==> config.mk <==
export PLATFORM = sky130hd
export DESIGN_NAME = memsync_row_mover
export DESIGN_NICKNAME = d
export VERILOG_FILES = /design/src/rtl/memsync_pkg.sv /design/src/rtl/memsync_row_mover.sv
export SDC_FILE = /design/constraint.sdc
export NUM_CORES = 1
export LEC_CHECK = 0
export CAP_MARGIN = 20
export CORE_MARGIN = 2
export CORE_UTILIZATION = 34
export CTS_CLUSTER_SIZE = 14
export DETAILED_ROUTE_END_ITERATION = 10
export GPL_ROUTABILITY_DRIVEN = 0
export PLACE_DENSITY_LB_ADDON = 0.2
export SLEW_MARGIN = 20
export SYNTH_ARGS = -nofsm -noshare
export SYNTH_HDL_FRONTEND = slang
export SYNTH_SLANG_ARGS = --single-unit
==> constraint.sdc <==
create_clock -name clk -period 1.5 [get_ports clk]
set_input_delay 0.375 -clock clk [delete_from_list [all_inputs] [get_ports clk]]
set_output_delay 0.375 -clock clk [all_outputs]
set_load 0.05 [all_outputs]
==> src/rtl/memsync_pkg.sv <==
// Definitions shared between MEMSync and its row-mover stage: geometry defaults,
// mover FSM states and the {row, beat} address helper.
package memsync_pkg;

  localparam int DEF_CHWIDTH    = 6;
  localparam int DEF_ADDRWIDTH  = 17;
  localparam int DEF_BURSTWIDTH = 3;
  localparam int DEF_DATAWIDTH  = 64;
  localparam int DEF_BEATS      = 1 << DEF_BURSTWIDTH;

  typedef enum logic [2:0] {
    ST_IDLE,
    ST_WB_RD,
    ST_WB_LAT,
    ST_WB_SEND,
    ST_FILL,
    ST_DONE
  } mover_state_t;

  // Beat-granular address {row, beat}; callers cast the result to their own width.
  function automatic logic [31:0] row_beat_addr(input logic [31:0] row,
                                                input logic [31:0] beat,
                                                input int          beat_bits);
    return (row << beat_bits) | beat;
  endfunction

endpackage

==> src/rtl/memsync_row_mover.sv <==
// Moves one cache row to/from backing memory per MEMSync request and pulses
// sync when the row transfer has completed.
module memsync_row_mover
  import memsync_pkg::*;
#(
  parameter int CHWIDTH    = DEF_CHWIDTH,
  parameter int ADDRWIDTH  = DEF_ADDRWIDTH,
  parameter int BURSTWIDTH = DEF_BURSTWIDTH,
  parameter int DATAWIDTH  = DEF_DATAWIDTH
) (
  input  logic                            clk,
  input  logic                            rst,
  input  logic                            req_valid,
  output logic                            req_ready,
  input  logic                            req_wb,
  input  logic [CHWIDTH-1:0]              req_crow,
  input  logic [ADDRWIDTH-1:0]            req_row,
  output logic                            sync,
  output logic                            c_en,
  output logic                            c_we,
  output logic [CHWIDTH+BURSTWIDTH-1:0]   c_addr,
  output logic [DATAWIDTH-1:0]            c_wdata,
  input  logic [DATAWIDTH-1:0]            c_rdata,
  output logic                            b_valid,
  input  logic                            b_ready,
  output logic                            b_write,
  output logic [ADDRWIDTH+BURSTWIDTH-1:0] b_addr,
  output logic [DATAWIDTH-1:0]            b_wdata,
  input  logic                            b_rvalid,
  input  logic [DATAWIDTH-1:0]            b_rdata,
  output logic                            err
);

  localparam int N_BEATS = 1 << BURSTWIDTH;
  localparam int TXW     = BURSTWIDTH + 1;
  localparam int CAW     = CHWIDTH + BURSTWIDTH;
  localparam int BAW     = ADDRWIDTH + BURSTWIDTH;
  localparam logic [TXW-1:0]        TX_LAST = TXW'(N_BEATS - 1);
  localparam logic [BURSTWIDTH-1:0] RX_LAST = BURSTWIDTH'(N_BEATS - 1);

  mover_state_t r_state, w_next_state;

  logic                  r_wb;
  logic [CHWIDTH-1:0]    r_crow;
  logic [ADDRWIDTH-1:0]  r_row;
  logic [TXW-1:0]        r_tx_beat;   // extra MSB marks "every command issued"
  logic [BURSTWIDTH-1:0] r_rx_beat;
  logic [DATAWIDTH-1:0]  r_wbuf;
  logic                  r_err;

  logic           w_accept;
  logic           w_tx_inc;
  logic           w_rx_inc;
  logic           w_stray_return;
  logic [CAW-1:0] w_c_tx_addr;
  logic [CAW-1:0] w_c_rx_addr;
  logic [BAW-1:0] w_b_addr;

  assign req_ready      = (r_state == ST_IDLE);
  assign w_accept       = req_valid && req_ready;
  assign w_stray_return = b_rvalid && (r_state != ST_FILL);
  assign err            = r_err;

  assign w_c_tx_addr = CAW'(row_beat_addr(32'(r_crow), 32'(r_tx_beat[BURSTWIDTH-1:0]), BURSTWIDTH));
  assign w_c_rx_addr = CAW'(row_beat_addr(32'(r_crow), 32'(r_rx_beat), BURSTWIDTH));
  assign w_b_addr    = BAW'(row_beat_addr(32'(r_row), 32'(r_tx_beat[BURSTWIDTH-1:0]), BURSTWIDTH));

  // NOTE: state and datapath registers use non-blocking assignments so every
  // flop samples pre-edge values regardless of block evaluation order.
  always_ff @(posedge clk) begin
    if (!rst) begin
      r_state   <= ST_IDLE;
      r_wb      <= 1'b0;
      r_crow    <= '0;
      r_row     <= '0;
      r_tx_beat <= '0;
      r_rx_beat <= '0;
      r_wbuf    <= '0;
      r_err     <= 1'b0;
    end else begin
      r_state <= w_next_state;
      if (w_accept) begin
        r_wb      <= req_wb;
        r_crow    <= req_crow;
        r_row     <= req_row;
        r_tx_beat <= '0;
        r_rx_beat <= '0;
      end
      if (w_tx_inc) r_tx_beat <= r_tx_beat + TXW'(1);
      if (w_rx_inc) r_rx_beat <= r_rx_beat + BURSTWIDTH'(1);
      if (r_state == ST_WB_LAT) r_wbuf <= c_rdata;
      if (w_stray_return) r_err <= 1'b1;
    end
  end

  // NOTE: every output and next-state signal gets a default before the case,
  // so no path through this block can infer a latch.
  always_comb begin
    w_next_state = r_state;
    w_tx_inc     = 1'b0;
    w_rx_inc     = 1'b0;
    sync         = 1'b0;
    c_en         = 1'b0;
    c_we         = 1'b0;
    c_addr       = '0;
    c_wdata      = '0;
    b_valid      = 1'b0;
    b_write      = 1'b0;
    b_addr       = '0;
    b_wdata      = '0;

    case (r_state)
      ST_IDLE: begin
        if (req_valid) w_next_state = req_wb ? ST_WB_RD : ST_FILL;
      end
      ST_WB_RD: begin
        c_en         = 1'b1;
        c_addr       = w_c_tx_addr;
        w_next_state = ST_WB_LAT;
      end
      ST_WB_LAT: begin
        w_next_state = ST_WB_SEND;
      end
      ST_WB_SEND: begin
        b_valid = 1'b1;
        b_write = r_wb;
        b_addr  = w_b_addr;
        b_wdata = r_wbuf;
        if (b_ready) begin
          if (r_tx_beat == TX_LAST) begin
            w_next_state = ST_DONE;
          end else begin
            w_tx_inc     = 1'b1;
            w_next_state = ST_WB_RD;
          end
        end
      end
      ST_FILL: begin
        // Read commands and returns run independently; returns land in the cache as they arrive.
        b_valid  = !r_tx_beat[BURSTWIDTH];
        b_write  = r_wb;
        b_addr   = b_valid ? w_b_addr : '0;
        w_tx_inc = b_valid && b_ready;
        if (b_rvalid) begin
          c_en     = 1'b1;
          c_we     = 1'b1;
          c_addr   = w_c_rx_addr;
          c_wdata  = b_rdata;
          w_rx_inc = 1'b1;
          if (r_rx_beat == RX_LAST) w_next_state = ST_DONE;
        end
      end
      ST_DONE: begin
        sync         = 1'b1;
        w_next_state = ST_IDLE;
      end
      default: w_next_state = ST_IDLE;
    endcase
  end

endmodule

Word level (Yosys, flattened, before mapping). Index checks and enable logic that the tools add are counted.

Bits of input ports: 157. Logic and storage cells: 61. Output and inout bits: 164. Register bits: 99.

Mux-type cells: 27. Add/subtract/negate cells: 2. Reduce and logical (&&, ||, !) cells: 9. Bitwise operators: 3. Equal/unequal tests: 12.

Operator list (count): 64-bit two-way mux (3); 20-bit case mux with 2 select lines (1); 3-bit two-way mux (8); 20-bit two-way mux (1); 20-bit by 3-bit bitwise OR with 20-bit output (1); 9-bit by 3-bit bitwise OR with 9-bit output (2); 9-bit case mux with 2 select lines (1); 3-bit case mux with 5 select lines (1); 3-bit equality test, second input constant (3); 9-bit two-way mux (1); 4-bit two-way mux (2); 2-bit inequality test, second input constant (4); 3-bit by 2-bit equality test with 1-bit output, second input constant (2); 1-bit two-way mux (6); 1-bit case mux with 2 select lines (3); 4-bit by 1-bit adder with 4-bit output, second input constant (1); 4-bit by 3-bit equality test with 1-bit output, second input constant (1); 4-bit AND reduction (1); 2-bit nonzero test (2); 3-bit by 1-bit adder with 3-bit output, second input constant (1); 3-bit by 1-bit equality test with 1-bit output, second input constant (1); 1-bit logical AND (3); 3-bit logical NOT (1); 3-bit inequality test, second input constant (1); 2 further kinds (2).

Longest topological paths before layout.
Depth after elaboration: 5. Gate-level depth with buffers: 6. Gate-level depth less buffers: 6.

Least setup slack after synthesis. No wires, ideal clock.

Kind: register -> output. From: reg r_state[0]. To: out c_addr[3]. Path buffers: 1. Data arrival time: 2.086 ns. Data required time: 1.125 ns. Stages on the path, launching flop included: 6. Slack: -0.961 ns. Cell sequence: dfxtp_1 -> buf_4 -> and3b_1 -> nor2_1 -> nor2_1 -> and2_1.

Word-level cells in the longest chain between the ends: 2. Elaborated cells between the ends (all ways): 3. Those cells by class: 2 x eq/ne; 1 x mux.

Ends and longest elaborated chain: start, declared (line memsync_row_mover.sv:41) `mover_state_t r_state, w_next_state;`; start signal, assigned (line memsync_row_mover.sv:81) `r_state <= w_next_state;`; 3-bit equality test / 3-bit by 1-bit equality test with 1-bit output (equally long branches) (line memsync_row_mover.sv:112) `case (r_state)`; 9-bit case mux with 2 select lines * (line memsync_row_mover.sv:112); end, declared (line memsync_row_mover.sv:21) `output logic [CHWIDTH+BURSTWIDTH-1:0] c_addr,`.

Every way passes the cells marked *; elsewhere a longest branch is shown, timed or not.

Worst setup path after layout.
From: reg r_state[0]. To: out b_addr[17].

Word-level cells in the longest chain between the ends: 2. Elaborated cells between the ends (all ways): 3. Those cells by class: 2 x eq/ne; 1 x mux.

Ends and longest elaborated chain: 3-bit equality test / 3-bit by 2-bit equality test with 1-bit output (equally long branches) (line memsync_row_mover.sv:112); 20-bit case mux with 2 select lines * (line memsync_row_mover.sv:112); end, declared (line memsync_row_mover.sv:27) `output logic [ADDRWIDTH+BURSTWIDTH-1:0] b_addr,`.

Marked as above.

==> reports/results.txt <==
pins over their slew limit: 0
initial antenna violation count: 0
PwrDens: 1213 nW/um^2
M1 GR Usage: 0.3445
Worst EP arrival: 1780 ps
CTS max path bufs: 2
mapped cell area: 5145 um^2
RSZ-0062 raised after global routing: yes
vias in the first global route: 6276
Leakage Power: 0.005290 uW
global-route wire length before repair: 37.62 mm
Max VDD drop: 1.281 mV
Async SR Flop Fraction: 0
drt wl/cell: 23.63 um
Fmax: 463.3 MHz
Final Worst Setup Slack: -658.5 ps
Max-Cap Viols: 0
GR Overflow Total: 0
count of input and output buffers: 320
CORE AREA: 14640 um^2
Die Ht: 127.0 um
crit start category: flip-flop
clk_lat worst skew: 360 ps
# diodes: 0
syn_nets: 811
CTS tree: yes
vias per cell: 5.270
worst path required time: 1120 ps
Layout area overhead: 159.1%
top cells by count, synth: 187 x nand2_1, 99 x dfxtp_1, 73 x and2_1, 69 x a21boi_0, 65 x and3_1
status: complete, but fails checks
failing checks: setup timing
EDFF count, synth: 0
clock root cell: clkbuf_16
Yosys top cell by area: dfxtp_1
Pre-Repair DR Iteration Count: 5
GRT busiest layer: met2
GRT Overall Usage: 0.3036
I/O pins: 321
starting DRC count in detailed routing: 387
slowest stage delay, CP: 330 ps
Mean Syn Cell Area: 7.903 um^2
row count: 44
CP max-delay cell: dfxtp_2
crit-path most repeated cell: buf_12
setup violators final: 260
CTS sink count: 99
critical path endpoint category: primary output
Hold WS: 397.5 ps
Post-DRT Antenna Nets: 0
final hold violations: 0
DR vias: 6487
Post-DP HPWL: 15.66 mm
Syn Inst Count: 651
top_reg_cell synth: dfxtp_1
crit-path max FO: 5
met2 Use GR: 0.5528
kind of critical path: flip-flop to primary output
clock skew: 8.938 ps
Final nets: 1202
met3 GRT Util: 0.09003
Hold Buf Count CTS: 0
worst-margin pin slew: 328.7 ps
layout cells sized above 1: 0.5950
sequential area share after synthesis: 0.3852
period utilization: 1.439
Slew HR: 0.7805
fin util: 0.9105
H-tree Lvls: 3
crit-path leading delay family: buffers and inverters
R2R setup slack: -460 ps
die footprint: 16130 um^2
die span in x: 127.0 um
register bit total from synthesis: 99
pre-CTS setup slack: -595.0 ps
crit-path cells: buf_12 > nor4b_4 > nor2_4 > buf_6 > buf_12 > nor2b_4 > buf_12
Reg clk slew, reported paths: 70 ps
worst path bufs/invs: 4
drt drc: 0
largest cells by area after synthesis: dfxtp_1 39%, nand2_1 14%, a21boi_0 10%
Syn. warnings: 0
Yosys top cell area share: 0.3852
most common cell in the netlist: nand2_1
largest net degree at the start of global routing: 52
Initial Utilization: 0.3513
cts bufs inserted: 9
Total Routed Length: 29.09 mm
Distinct cells, synth: 37
worst min path class: input port to flip-flop
crit path time final: 2158 ps
[routing by layer]
metal,up-vias,wire (um)
met5,-,0
met4,0,991
met3,64,1872
met2,290,15510
met1,3206,10710
li1,2927,-
[worst min-delay path, cell delays in order]
cell       delay, ps
buf_2            170
nand2_1          100
o2bb2ai_2         70
[per-stage QoR]
step	total power, uW	cells	instance area [um^2]	setup TNS, ps
final	16180	1231	13330	-121930
after detailed placement	10220	1151	11270	-64580
after global routing	16640	1231	13330	-132730
after floorplan	7260	651	6015	-13460
after CTS	15250	1223	12800	-100560
after global placement	10120	1151	11270	-62980
[worst paths after layout]
check                           startpoint  cells past startpoint          to
worst max-delay path            r_state[0]                      7  b_addr[17]
worst min-delay path                   rst                      3  r_state[2]
worst max register to register  r_state[0]                     12  r_wbuf[32]
worst min register to register  r_wbuf[17]                      2  r_wbuf[17]
[cell families (layout without fill, tap and decap cells)]
group,after synthesis,in the layout,share of synthesized area
buf+inv,59,455,0.05788
fa+ha+maj,3,3,0.007296
flops,99,99,0.3852
mux,1,1,0.001946
simple gates,378,378,0.3728
compound gates,111,111,0.1749
[cells in the final DEF, fill, tap and decap left out, types with 2 or more instances in the layout]
| cell type | Yosys | layout |
|---|---|---|
| o21ai_1 | 1 | 3 |
| nand3_1 | 3 | 3 |
| inv_1 | 3 | 2 |
| nor2b_1 | 28 | 7 |
| nand2_1 | 187 | 98 |
| nand2_4 | 0 | 41 |
| nand3b_1 | 3 | 3 |
| clkbuf_16 | 0 | 14 |
| ha_1 | 3 | 3 |
| and2_4 | 0 | 72 |
| a22oi_2 | 1 | 6 |
| dfxtp_1 | 99 | 96 |
| clkinvlp_4 | 0 | 4 |
| dfxtp_4 | 0 | 2 |
| buf_16 | 0 | 7 |
| buf_6 | 3 | 30 |
| buf_4 | 9 | 26 |
| buf_8 | 0 | 18 |
| a21boi_1 | 2 | 41 |
| nor2b_4 | 0 | 20 |
| nor4b_4 | 2 | 2 |
| buf_12 | 0 | 193 |
| clkdlybuf4s50_1 | 0 | 154 |
| nor2_4 | 0 | 10 |
| a21boi_2 | 20 | 49 |
| nand2_2 | 0 | 47 |
| nor2_1 | 12 | 2 |
| and3_4 | 0 | 65 |
[flip-flops by register name, indices dropped and copies added, names as in the netlist]
name	count
err	1
r_crow	6
r_row	17
r_rx_beat	3
r_state	3
r_tx_beat	4
r_wb	1
r_wbuf	64
[where the power goes]
group	internal [uW]	total (uW)	switching (uW)
registers	3060	3400	345
clock network	1360	2490	1130
logic	5260	10300	5020
total	9680	16200	6500
[timing repair]
item                                    4_1_cts  5_1_grt
setup buffers                                37       29
endpoints found under the setup margin      223      261
hold endpoints to repair                      0        0
cloned                                       21        8
gates resized for setup                     152      201
pin swaps                                    42      130
[area by class of cell]
| type | count | area, um^2 |
|---|---|---|
| Clock buffer | 10 | 239.0 |
| Clock inverter | 6 | 72.57 |
| Fill cell | 514 | 1311 |
| Inverter | 3 | 15.01 |
| Multi-Input combinational cell | 493 | 4213 |
| Sequential cell | 99 | 1991 |
| Tap cell | 184 | 230.2 |
| Timing Repair Buffer | 436 | 6573 |
No activity file was read; power rests on OpenSTA's default activity.
